**config.mk**
```make
export PLATFORM = sky130hd
export DESIGN_NAME = bus_requester
export DESIGN_NICKNAME = d
export VERILOG_FILES = /design/src/rtl/bus_hs_pkg.sv /design/src/rtl/bus_hs_cnt.sv /design/src/rtl/bus_requester.sv
export SDC_FILE = /design/constraint.sdc
export NUM_CORES = 1
export LEC_CHECK = 0
export ABC_AREA = 1
export CORE_MARGIN = 2
export CORE_UTILIZATION = 45
export DETAILED_ROUTE_END_ITERATION = 12
export HOLD_SLACK_MARGIN = 0.1
export PLACE_DENSITY = 0.79
export SLEW_MARGIN = 20
export SYNTH_ARGS = -nofsm -noshare
export SYNTH_HDL_FRONTEND = slang
export SYNTH_SLANG_ARGS = --single-unit
export TNS_END_PERCENT = 100
```
**constraint.sdc**
```tcl
create_clock -name clk -period 1.39 [get_ports clk]
set_input_delay 0.2085 -clock clk [delete_from_list [all_inputs] [get_ports clk]]
set_output_delay 0.2085 -clock clk [all_outputs]
set_load 0.02 [all_outputs]
```
**src/rtl/bus_hs_pkg.sv**
```systemverilog
// Shared definitions for the req/gnt/done/dly bus handshake.
//   - Requester state encoding (2 bits).
//   - Arbiter state encoding, so that arbiter models can reuse the same names.
//   - Default field widths for the requester.
package bus_hs_pkg;

  typedef enum logic [1:0] {
    REQ_IDLE = 2'd0,
    REQ_REQ  = 2'd1,
    REQ_XFER = 2'd2,
    REQ_HOLD = 2'd3
  } req_state_e;

  typedef enum logic [1:0] {
    ARB_FREE = 2'd0,
    ARB_BUSY = 2'd1,
    ARB_WAIT = 2'd2
  } arb_state_e;

  localparam int DEF_LEN_W  = 4;
  localparam int DEF_HOLD_W = 3;

endpackage

```
**src/rtl/bus_hs_cnt.sv**
```systemverilog
// Loadable up-counter with enable and terminal compare.
// Ports:
//   clk, rst_n : clock, synchronous active-low reset (count clears to 0)
//   load       : load load_val this cycle (has priority over en)
//   load_val   : value loaded when load=1
//   en         : increment by one
//   term       : terminal value compared against the current count
//   cnt        : current count (registered)
//   hit        : cnt == term
// With SAT=1 the counter sticks at all-ones instead of wrapping.
module bus_hs_cnt #(
  parameter int W   = 4,
  parameter bit SAT = 1'b0
) (
  input  logic         clk,
  input  logic         rst_n,
  input  logic         load,
  input  logic [W-1:0] load_val,
  input  logic         en,
  input  logic [W-1:0] term,
  output logic [W-1:0] cnt,
  output logic         hit
);

  logic [W-1:0] cnt_q;
  logic [W-1:0] cnt_d;

  always_comb begin
    cnt_d = cnt_q;
    if (load) begin
      cnt_d = load_val;
    end else if (en && !(SAT && (&cnt_q))) begin
      cnt_d = cnt_q + W'(1);
    end
  end

  always_ff @(posedge clk) begin
    if (!rst_n) begin
      cnt_q <= '0;
    end else begin
      cnt_q <= cnt_d;
    end
  end

  assign cnt = cnt_q;
  assign hit = (cnt_q == term);

endmodule

```
**src/rtl/bus_requester.sv**
```systemverilog
// Initiator end of the req/gnt/done/dly bus handshake.
// Accepts one command (burst length, post-burst hold), requests the bus,
// transfers cmd_len+1 beats while gnt is high, flags the last beat with done,
// optionally keeps dly high for cmd_hold cycles, then returns to idle.
// A request that is not granted within TMO_CYC cycles is aborted with tmo_err.
// Ports:
//   clk, rst_n         : clock, synchronous active-low reset
//   cmd_valid/ready    : command handshake (ready only in IDLE)
//   cmd_len            : beats-1 of the burst
//   cmd_hold           : dly cycles after the last beat (0 = none)
//   gnt                : grant from the arbiter
//   req, done, dly     : handshake outputs to the arbiter
//   beat, beat_idx     : beat transferred this cycle and its 0-based index
//   busy               : not idle
//   tmo_err            : one-cycle pulse on grant timeout abort
module bus_requester
  import bus_hs_pkg::*;
#(
  parameter int LEN_W   = DEF_LEN_W,
  parameter int HOLD_W  = DEF_HOLD_W,
  parameter int TMO_CYC = 16
) (
  input  logic              clk,
  input  logic              rst_n,
  input  logic              cmd_valid,
  output logic              cmd_ready,
  input  logic [LEN_W-1:0]  cmd_len,
  input  logic [HOLD_W-1:0] cmd_hold,
  input  logic              gnt,
  output logic              req,
  output logic              done,
  output logic              dly,
  output logic              beat,
  output logic [LEN_W-1:0]  beat_idx,
  output logic              busy,
  output logic              tmo_err
);

  localparam int                WAIT_W   = $clog2(TMO_CYC);
  localparam logic [WAIT_W-1:0] TMO_TERM = WAIT_W'(TMO_CYC - 1);

  req_state_e        state_q, state_d;
  logic [LEN_W-1:0]  len_q, len_d;
  logic [HOLD_W-1:0] hold_q, hold_d;

  logic              accept;
  logic              beat_fire;
  logic              last_fire;
  logic              beat_hit;
  logic              hold_hit;
  logic              wait_hit;
  logic [LEN_W-1:0]  beat_cnt;
  logic [HOLD_W-1:0] hold_cnt;
  logic [WAIT_W-1:0] wait_cnt;

  assign accept    = (state_q == REQ_IDLE) && cmd_valid;
  assign beat_fire = (state_q == REQ_XFER) && gnt;
  assign last_fire = beat_fire && beat_hit;

  // Beat counter: cleared on accept and after the last beat so beat_idx
  // reads 0 outside a burst; it stops at len_q and so never wraps.
  bus_hs_cnt #(.W(LEN_W), .SAT(1'b0)) u_beat_cnt (
    .clk      (clk),
    .rst_n    (rst_n),
    .load     (accept || last_fire),
    .load_val ('0),
    .en       (beat_fire && !beat_hit),
    .term     (len_q),
    .cnt      (beat_cnt),
    .hit      (beat_hit)
  );

  // Hold counter: preset to 1 on the last beat so that in HOLD it reads the
  // number of dly cycles issued so far; leaving HOLD when it equals hold_q.
  bus_hs_cnt #(.W(HOLD_W), .SAT(1'b0)) u_hold_cnt (
    .clk      (clk),
    .rst_n    (rst_n),
    .load     (accept || last_fire),
    .load_val (last_fire ? HOLD_W'(1) : '0),
    .en       ((state_q == REQ_HOLD) && !hold_hit),
    .term     (hold_q),
    .cnt      (hold_cnt),
    .hit      (hold_hit)
  );

  // Grant wait counter: reads k on the k-th REQ cycle (0-based).
  bus_hs_cnt #(.W(WAIT_W), .SAT(1'b1)) u_wait_cnt (
    .clk      (clk),
    .rst_n    (rst_n),
    .load     (accept),
    .load_val ('0),
    .en       (state_q == REQ_REQ),
    .term     (TMO_TERM),
    .cnt      (wait_cnt),
    .hit      (wait_hit)
  );

  always_comb begin
    state_d   = state_q;
    len_d     = len_q;
    hold_d    = hold_q;
    cmd_ready = 1'b0;
    req       = 1'b0;
    done      = 1'b0;
    dly       = 1'b0;
    beat      = 1'b0;
    tmo_err   = 1'b0;
    unique case (state_q)
      REQ_IDLE: begin
        cmd_ready = 1'b1;
        if (cmd_valid) begin
          len_d   = cmd_len;
          hold_d  = cmd_hold;
          state_d = REQ_REQ;
        end
      end
      REQ_REQ: begin
        req = 1'b1;
        // A grant wins over a timeout landing on the same cycle.
        if (gnt) begin
          state_d = REQ_XFER;
        end else if (wait_hit) begin
          tmo_err = 1'b1;
          state_d = REQ_IDLE;
        end
      end
      REQ_XFER: begin
        beat = gnt;
        if (last_fire) begin
          done    = 1'b1;
          dly     = (hold_q != '0);
          state_d = (hold_q != '0) ? REQ_HOLD : REQ_IDLE;
        end else begin
          req = 1'b1;
        end
      end
      REQ_HOLD: begin
        dly = 1'b1;
        if (hold_hit) begin
          state_d = REQ_IDLE;
        end
      end
      default: state_d = REQ_IDLE;
    endcase
  end

  always_ff @(posedge clk) begin
    if (!rst_n) begin
      state_q <= REQ_IDLE;
      len_q   <= '0;
      hold_q  <= '0;
    end else begin
      state_q <= state_d;
      len_q   <= len_d;
      hold_q  <= hold_d;
    end
  end

  assign beat_idx = beat_cnt;
  assign busy     = (state_q != REQ_IDLE);

endmodule

```
==> results of run 1 <==
[final timing paths]
path / start / to / slack, ns / depth (start not counted)
setup / recovery: state_q[0] / dly / -0.32 / 8
hold / removal: u_hold_cnt.cnt[2] / u_hold_cnt.cnt[2] / 0.49 / 2
setup reg to reg: state_q[0] / state_q[1] / -0.26 / 12
hold reg to reg: u_hold_cnt.cnt[2] / u_hold_cnt.cnt[2] / 0.49 / 2
[Yosys cell counts (all sizes together)]
cell type  count
a21boi         1
a21o           1
a21oi         18
clkbuf         2
dfxtp         20
ha             8
inv           24
nand2         44
nand3          9
nand4          1
nor2          16
nor3           1
o21ai         11
o21bai         1
or2            1
xnor2          2
xor2           1
[logic make-up after synthesis]
logic type                 after synthesis  synth area share [%]
xor gates and xnor gates                 3                  2.34
buffers and inverters                   26                  8.69
DFF                                     20                  35.6
adders and majority gates                8                  8.91
AOI/OAI and AO/OA                       32                  15.3
and+or+nand+nor                         72                  29.2
[critical path, cell delays in order, from the launching register on]
cell,delay (ns)
sky130_fd_sc_hd__dfxtp_2,0.37
sky130_fd_sc_hd__inv_2,0.06
sky130_fd_sc_hd__ha_4,0.17
sky130_fd_sc_hd__nand2_4,0.08
sky130_fd_sc_hd__inv_6,0.04
sky130_fd_sc_hd__nand3_4,0.10
sky130_fd_sc_hd__inv_4,0.05
sky130_fd_sc_hd__a21o_1,0.20
sky130_fd_sc_hd__buf_6,0.13
[where the power goes]
group | internal [mW] | switching [mW] | total [mW]
sequential | 0.704 | 0.120 | 0.824
combinational | 1.13 | 1.17 | 2.29
clock | 0.102 | 0.200 | 0.302
total | 1.93 | 1.49 | 3.42
[timing repair]
action                                  in CTS  in global routing
gates cloned                                 0                  0
pin swaps                                   11                 12
endpoints found under the setup margin      21                 20
gates resized for setup                     62                 31
hold buffers                                 0                  0
setup buffers                                5                  6
[layer usage]
layer | track usage [%] | share of wire, % | up-vias
met3 | 3.61 | 3.4 | 16
met5 | 0 | 0 | -
met4 | 9.17 | 3.6 | 0
li1 | - | - | 649
met2 | 45.3 | 54 | 40
met1 | 24.5 | 39 | 642
[flip-flops by register name, summed over array words and instances, names as in the netlist]
signal,count
u_hold_cnt.cnt,3
len_q,4
u_beat_cnt.cnt,4
state_q,2
u_wait_cnt.cnt,4
hold_q,3
[final cells by class]
type / count / area (um^2) / area share (%)
Inverter: 24 / 100 / 5.17
Tap cell: 30 / 37.5 / 1.94
Timing Repair Buffer: 66 / 568 / 29.3
Sequential cell: 20 / 417 / 21.5
Clock buffer: 3 / 22.5 / 1.16
Multi-Input combinational cell: 115 / 792 / 40.9
[through the flow]
stage / setup slack [ns] / power [mW] / instances / hold WS [ns]
6_report: -0.316 / 3.42 / 258 / 0.492
5_1_grt: -0.365 / 3.61 / 258 / 0.517
4_1_cts: -0.247 / 2.97 / 253 / 0.483
3_5_place_dp: -0.595 / 2.53 / 245 / 0.477
3_3_place_gp: -0.565 / 2.44 / 245 / 0.444
2_1_floorplan: 0.0103 / 1.76 / 161 / 0.375
==> reports/metrics.json, run 1 <==
{
  "run_status": "finished, violations left",
  "failed_checks": "negative setup slack",
  "die_area_um2": 2910,
  "ir_worst_vdd_mv": 1.48,
  "core_um2": 2410,
  "final_core_util_pct": 80.4,
  "clock_tree.buffer_depth": 2,
  "detail_route.wl_per_cell_um": 15.8,
  "worst_ep_required_time_ns": 1.18,
  "unique_masters_post_synth": 25,
  "slew_at_the_pin_closest_to_its_max_slew_limit_ns": 0.215,
  "mostFrequentLayoutCells": "sky130_fd_sc_hd__buf_4, sky130_fd_sc_hd__nand2_1, sky130_fd_sc_hd__inv_2, sky130_fd_sc_hd__a21oi_1, sky130_fd_sc_hd__nor2_1",
  "critPathCaptureType": "output pin",
  "min_path_type": "reg -> reg",
  "yosys_warnings": 0,
  "detailroute.via_count": 1347,
  "wirelength_um": 4080,
  "antenna_violations_before_repair": 0,
  "drv_slew": 0,
  "overflow": 0,
  "n_fill_cell": 140,
  "cellPowerDensity_nw_per_um2": 1770,
  "part_of_the_yosys_area_used_for_sequential_elements_pct": 35.6,
  "postRouteAntennaNets": 0,
  "synth_nets": 180,
  "fin_worst_skew_ns": 0.0105,
  "worstPathArrival_ns": 1.50,
  "io_buffers": 21,
  "power_leakage_nw": 0.882,
  "drv.max_cap_violation_count": 0,
  "die_height_um": 54.0,
  "setup_tns_final_ns": -2.71,
  "ys_ff_latch": 20,
  "mappedNetlistArea_um2": 1120,
  "drc_marker_count_from_the_first_detailed_route_iteration": 30,
  "areaGrowthSynthToFinish_pct": 72.4,
  "number_of_levels_the_h_tree_was_split_into": 1,
  "post-synth-top-area-fraction_pct": 35.6,
  "globalRouteTotalUtil_pct": 23.3,
  "antenna_cells": 0,
  "rows": 18,
  "final_net_count": 249,
  "tritoncts.num_buffers": 3,
  "gp_routability_congestion": 0.785,
  "grt_pass1_vias": 1156,
  "final_period_minus_worst_setup_slack_ns": 1.71,
  "cts_tree": "yes",
  "final_area_um2": 1940,
  "numClockSinks": 20,
  "max_freq_ghz": 0.586,
  "slew_headroom_pct": 85.6,
  "routed_via_density": 5.22,
  "leading_cell_types_by_total_area_after_synthesis": "sky130_fd_sc_hd__dfxtp_1, sky130_fd_sc_hd__nand2_1, sky130_fd_sc_hd__ha_1, sky130_fd_sc_hd__a21oi_1, sky130_fd_sc_hd__inv_1",
  "setup_violations": 19,
  "avgSynthCellArea_um2": 6.98,
  "biggest_fanout_along_the_worst_timing_path": 3,
  "hold_viol_final": 0,
  "grt_setup_unrepaired": "true",
  "yosys_top_cell_by_area": "sky130_fd_sc_hd__dfxtp_1",
  "startpoint_type": "register",
  "ctsRootBufferMaster": "sky130_fd_sc_hd__clkbuf_4",
  "floorplan.initialDensity_pct": 46.6,
  "grt_start_max_net_pins": 14,
  "remaining_drc_errors": 0,
  "cts.reportedPaths.clkPinSlew_ns": 0.13,
  "clk_latency_ns": 0.32,
  "cells_after_synth": 161,
  "detailed_place.area_um2": 1680,
  "final_critical_path_setup_slack_ns": -0.316,
  "drive_above_1_share_pct": 50.4,
  "chipWidth_um": 54.0,
  "floorplan.io_pins": 22,
  "worst-setup-path-type": "reg -> out",
  "place_hpwl_um": 2270,
  "drt_first_pass_iters": 4,
  "layout.cells.most_common": "sky130_fd_sc_hd__buf_4",
  "min_period_over_period_pct": 123,
  "first_pass_grt_wire_length_um": 4840
}
Note: power is estimated with default switching activity, not from simulation.
==> run 2, diff against run 1 <==
--- a/config.mk
+++ b/config.mk
@@ -5,12 +5,11 @@
 export SDC_FILE = /design/constraint.sdc
 export NUM_CORES = 1
 export LEC_CHECK = 0
-export ABC_AREA = 1
-export CORE_MARGIN = 2
-export CORE_UTILIZATION = 45
+export CORE_MARGIN = 3
+export CORE_UTILIZATION = 44
 export DETAILED_ROUTE_END_ITERATION = 12
 export HOLD_SLACK_MARGIN = 0.1
-export PLACE_DENSITY = 0.79
+export PLACE_DENSITY = 0.78
 export SLEW_MARGIN = 20
 export SYNTH_ARGS = -nofsm -noshare
 export SYNTH_HDL_FRONTEND = slang
==> constraint.sdc (replaced) <==
create_clock -name clk -period 1.4 [get_ports clk]
set_input_delay 0.21 -clock clk [delete_from_list [all_inputs] [get_ports clk]]
set_output_delay 0.21 -clock clk [all_outputs]
set_load 0.02 [all_outputs]
==> run 2 against run 1 <==
Compared with the run above:
- the flow still finishes with violations (negative setup slack)
- wire length is 15% higher
- worst setup slack worse by 0.14 ns
- total power is 42% lower
- count of clock-buffer cells in the layout stayed put
- critical endpoint unchanged
- highest routed layer unchanged
==> reports/metrics.json, run 2 <==
{
  "final_critical_path_setup_slack_ns": -0.461,
  "synth_nets": 140,
  "critPathCaptureType": "output pin",
  "worstPathArrival_ns": 1.65,
  "routed_via_density": 5.58,
  "core_um2": 2230,
  "mappedNetlistArea_um2": 1050,
  "power_leakage_nw": 0.866,
  "globalRouteTotalUtil_pct": 24.9,
  "tritoncts.num_buffers": 3,
  "floorplan.initialDensity_pct": 47.0,
  "startpoint_type": "register",
  "power.internal_mw": 1.33,
  "setup_violations": 25,
  "io_buffers": 21,
  "cts_hold_buf": 0,
  "antenna_cells": 0,
  "multiInputGateArea_um2": 885,
  "chipWidth_um": 54.8,
  "unique_masters_post_synth": 29,
  "drv.max_cap_violation_count": 0,
  "final_net_count": 210,
  "die_height_um": 54.8,
  "synthArstFlopShare_pct": 0,
  "gp_routability_congestion": 0.813,
  "wirelength_um": 4700,
  "grt_pass1_vias": 1184,
  "cells_after_synth": 121,
  "mostFrequentLayoutCells": "sky130_fd_sc_hd__buf_4, sky130_fd_sc_hd__buf_6, sky130_fd_sc_hd__nand2_1",
  "rows": 17,
  "numClockSinks": 20,
  "areaGrowthSynthToFinish_pct": 94.5,
  "avgSynthCellArea_um2": 8.68,
  "biggest_fanout_along_the_worst_timing_path": 3,
  "detailroute.via_count": 1217,
  "drv_slew": 0,
  "ctsRootBufferMaster": "sky130_fd_sc_hd__clkbuf_4",
  "setup.reg_to_reg.worst_slack_ns": -0.42,
  "antenna_violations_before_repair": 0,
  "fin_worst_skew_ns": 0.00124,
  "most_frequent_cells_after_synthesis": "sky130_fd_sc_hd__dfxtp_1, sky130_fd_sc_hd__nand2_1, sky130_fd_sc_hd__xor2_1",
  "first_pass_grt_wire_length_um": 5270,
  "synth-edff-count": 0,
  "min_period_over_period_pct": 133,
  "cts_tree": "yes",
  "hold_viol_final": 0,
  "cellPowerDensity_nw_per_um2": 970,
  "drt_first_pass_iters": 4,
  "grt_start_max_net_pins": 13,
  "final_period_minus_worst_setup_slack_ns": 1.86,
  "detail_route.wl_per_cell_um": 21.6,
  "layout.cells.most_common": "sky130_fd_sc_hd__buf_4",
  "max_freq_ghz": 0.537,
  "failed_checks": "negative setup slack",
  "worst-setup-path-type": "reg -> out",
  "pwr-share-clk_pct": 25.4,
  "remaining_drc_errors": 0,
  "postRouteAntennaNets": 0,
  "power.share.sequential_pct": 32.7,
  "drive_above_1_share_pct": 59.5,
  "yosys_warnings": 0,
  "grt_setup_unrepaired": "true",
  "die_area_um2": 3010,
  "yosys_top_cell_by_area": "sky130_fd_sc_hd__dfxtp_1",
  "drc_marker_count_from_the_first_detailed_route_iteration": 28,
  "final_core_util_pct": 91.4,
  "cts.reportedPaths.clkPinSlew_ns": 0.13,
  "whs_ns": 0.434,
  "post-synth-top-area-fraction_pct": 38.1,
  "number_of_levels_the_h_tree_was_split_into": 1,
  "clock_tree.buffer_depth": 2,
  "overflow": 0,
  "clk_latency_ns": 0.31,
  "ys_ff_latch": 20,
  "floorplan.io_pins": 22,
  "place_hpwl_um": 2060,
  "slew_at_the_pin_closest_to_its_max_slew_limit_ns": 0.400,
  "leading_cell_types_by_total_area_after_synthesis": "sky130_fd_sc_hd__dfxtp_1, sky130_fd_sc_hd__ha_1, sky130_fd_sc_hd__xor2_1, sky130_fd_sc_hd__nand2_1, sky130_fd_sc_hd__a21boi_0",
  "run_status": "finished, violations left",
  "slew_headroom_pct": 73.3,
  "ff_latch_area_um2": 422,
  "power.switching_fraction_pct": 32.8,
  "part_of_the_yosys_area_used_for_sequential_elements_pct": 38.1,
  "net-switching-power_uw": 649,
  "n_fill_cell": 78,
  "synthFlopType": "sky130_fd_sc_hd__dfxtp_1",
  "worst_ep_required_time_ns": 1.19,
  "ir_worst_vdd_mv": 0.871,
  "comb_power_share_pct": 41.9,
  "min_path_type": "in -> reg"
}
==> run 2: final timing paths <==
kind / start / end / cells past startpoint
setup / recovery: len_q[2] / dly / 5
hold / removal: cmd_hold[2] / hold_q[2] / 3
setup reg to reg: len_q[2] / state_q[1] / 6
hold reg to reg: len_q[2] / len_q[2] / 2
==> run 2: critical path: stages (launching register included) <==
cell	delay, ns
sky130_fd_sc_hd__dfxtp_2	0.35
sky130_fd_sc_hd__xnor2_1	0.17
sky130_fd_sc_hd__nand4_1	0.21
sky130_fd_sc_hd__or2_4	0.32
sky130_fd_sc_hd__o21bai_4	0.15
sky130_fd_sc_hd__buf_6	0.14
==> run 2: logic make-up (layout without fill, tap and decap cells) <==
| logic type | count (synthesis) | in the layout | synth area share, % |
|---|---|---|---|
| buffers and inverters | 9 | 78 | 3.22 |
| flip-flops | 20 | 20 | 38.1 |
| adder cells (fa/ha/maj) | 8 | 8 | 9.54 |
| AO/OA/AOI/OAI | 23 | 23 | 16.6 |
| multiplexers | 1 | 1 | 0.954 |
| XOR/XNOR | 14 | 14 | 11.7 |
| AND/OR/NAND/NOR | 46 | 46 | 19.9 |
==> run 2: through the flow <==
stage | setup TNS, ns | cell area (um^2) | setup slack (ns) | total power, mW | std cells
finish | -3.63 | 2040 | -0.461 | 1.98 | 218
CTS | -1.80 | 1830 | -0.379 | 1.77 | 214
floorplan | -0.244 | 1070 | -0.244 | 0.877 | 121
global route | -4.68 | 2040 | -0.515 | 2.04 | 218
detailed placement | -5.35 | 1560 | -0.713 | 1.14 | 201
global placement | -4.61 | 1560 | -0.682 | 1.12 | 201
==> run 2: layout make-up <==
type                       instances  area share, %
clock buffer                       3           1.10
sequential                        20           20.6
clock inverter                     1           1.47
timing repair buffer              67           30.0
inverter                           7           1.78
tap                               28           1.72
multi-input combinational         92           43.3
==> run 2: metal layers <==
layer  GRT usage (%)  vias to the layer above  part of all wire [%]
met5               0                        -                     0
li1                -                      546                     -
met2            45.5                       55                    52
met4            12.0                        0                   4.0
met3            4.36                       20                   4.9
met1            27.3                      596                    39
==> run 2: power groups by stage <==
stage | clock (mW) | combinational, mW | sequential [mW]
detailed placement | 0 | 0.495 | 0.646
finish | 0.503 | 0.831 | 0.647
floorplan | 0 | 0.234 | 0.643
global placement | 0 | 0.476 | 0.642
global route | 0.519 | 0.872 | 0.649
CTS | 0.493 | 0.637 | 0.641
==> run 2: repair_timing <==
item	in CTS	in global routing
buffers inserted	10	6
pin swaps	12	18
resized for setup	89	52
setup endpoints to repair	31	25
==> patch, RTL diff (flow settings as in run 2) <==
The 4 states of `req_state_e` get a one-hot encoding in 4 bits.
--- a/src/rtl/bus_hs_pkg.sv
+++ b/src/rtl/bus_hs_pkg.sv
@@ -4,11 +4,11 @@
 //   - Default field widths for the requester.
 package bus_hs_pkg;
 
-  typedef enum logic [1:0] {
-    REQ_IDLE = 2'd0,
-    REQ_REQ  = 2'd1,
-    REQ_XFER = 2'd2,
-    REQ_HOLD = 2'd3
+  typedef enum logic [3:0] {
+    REQ_IDLE = 4'b0001,
+    REQ_REQ  = 4'b0010,
+    REQ_XFER = 4'b0100,
+    REQ_HOLD = 4'b1000
   } req_state_e;
 
   typedef enum logic [1:0] {
Formal check against the unedited RTL: no difference found for any inputs over 10 cycles, from zero or initial values and one cycle with rst_n low; not proved beyond that.
==> patch against run 2 <==
The run still ends with negative setup slack left. Synthesized area is 8.5% higher. Cell area is 0.61% higher. Critical path type unchanged. Highest routed layer unchanged. Setup slack worse by 0.082 ns. Sequential power is 4.9% higher. Sequential share of layout area is 1.5 points higher. Power is 16% lower. Register-to-register slack worse by 0.03 ns. Routed wire length is 9.1% lower. Sequential cell count is 2 higher. Combinational power is 42% lower.
==> patch: results (changes against run 2) <==
{| class="wikitable"
! Metric !! Value
|-
| Result of the run || complete, but fails checks
|-
| Violations in the final reports || negative setup slack
|-
| Cell types with the highest counts after synthesis || sky130_fd_sc_hd__dfxtp_1, sky130_fd_sc_hd__a21oi_1, sky130_fd_sc_hd__nand3_1
|-
| Post-route clock skew || 0.007525 ns (+0.006284 ns)
|-
| Multi-input gates || 97 (+5.4%)
|-
| Fraction of area in non-clock buffers || 0.2801 (-0.01949)
|-
| Critical register-to-register path startpoint || state_q[1]$_SDFFE_PN0P_
|-
| Hold_ws || 0.4433 ns (+0.009808 ns)
|-
| Finish-stage setup viols || 29 (+16%)
|-
| Total of fill cells in the finished design || 105 (+35%)
|-
| Post-Place Setup Slack || -0.6584 ns (+0.05503 ns)
|-
| Setup repair bufs after CTS || 9 (-1)
|-
| Number of ordinary inverters in the final layout || 8 (+1)
|-
| Share of cell area taken by multi-input logic gates || 0.4385 (+0.005279)
|-
| Post-Syn Instances || 130 (+7.4%)
|-
| Worst Hold Launch || cmd_len[3]
|-
| HPWL after DPL || 2.442 mm (+18%)
|-
| First-pass GRT wire length || 6.506 mm (+23%)
|-
| First DRT Iteration DRCs || 58 (+110%)
|-
| Total global routing track utilization || 0.2632 (+0.01394)
|-
| Worst Max-Slew Pin Slew || 0.5641 ns (+0.1644 ns)
|-
| Routed met2 length || 2.290 mm (-6.3%)
|-
| CP Max Fanout || 2 (-1)
|-
| Synthesized netlist net count || 144 (+2.9%)
|-
| Reg-to-reg critical path endpoint || u_beat_cnt.cnt[3]$_SDFFE_PP0P_
|-
| GP Congestion || 0.8436 (+3.7%)
|-
| Met3 Resource Use GR || 0.05747 (+0.01387)
|-
| Cell Area, Placed || 1655 um2 (+6.4%)
|-
| Via count of the first global-routing pass || 1407 (+19%)
|-
| Post-DR wirelength/cell || 19.16 um (-11%)
|-
| Buffer count excluding the clock tree in the final layout || 64 (-4.5%)
|-
| Maximum ir drop on the vdd rail || 1.267 mV (+45%)
|-
| Share of synthesized area occupied by flip-flops and latches || 0.3868 (+0.005407)
|-
| Clock tree sinks || 22 (+10%)
|-
| Utilization after layout || 0.8781 (-0.03621)
|-
| Distinct cell type count of the synthesized netlist || 39 (+34%)
|-
| Worst Slack Setup Final || -0.5425 ns (-0.08176 ns)
|-
| Dominant cells by area after synthesis || sky130_fd_sc_hd__dfxtp_1, sky130_fd_sc_hd__a21oi_1, sky130_fd_sc_hd__nand3_1, sky130_fd_sc_hd__xnor2_1, sky130_fd_sc_hd__nor4b_4
|-
| Met3 Wirelength || 222 um (-3.1%)
|-
| Arr. time, crit path || 1.73 ns (+0.08 ns)
|-
| Routed vias/inst || 5.969 (+6.9%)
|}
[patch: logic make-up after synthesis]
group	after synthesis	share of synthesized area
compound gates	32	0.1846
xor+xnor	9	0.06923
fa+ha+maj	3	0.03297
buf+inv	11	0.03736
flops	22	0.3868
mux	1	0.008792
simple gates	52	0.2802
[patch: power groups by stage]
stage                     Sequential (mW)  Combinational, mW  Clock, mW
after floorplan                     0.689              0.158          0
after detailed placement            0.682              0.334          0
final                               0.679              0.485      0.493
after global placement              0.680              0.323          0
after CTS                           0.673              0.419      0.494
after global routing                0.680              0.506      0.524
[patch: worst max-delay path, cell delays in order, from the launching register on]
cell	delay, ns
sky130_fd_sc_hd__dfxtp_2	0.37
sky130_fd_sc_hd__xnor2_2	0.22
sky130_fd_sc_hd__nand4_1	0.21
sky130_fd_sc_hd__or3_4	0.44
sky130_fd_sc_hd__nand2_4	0.07
sky130_fd_sc_hd__buf_6	0.11
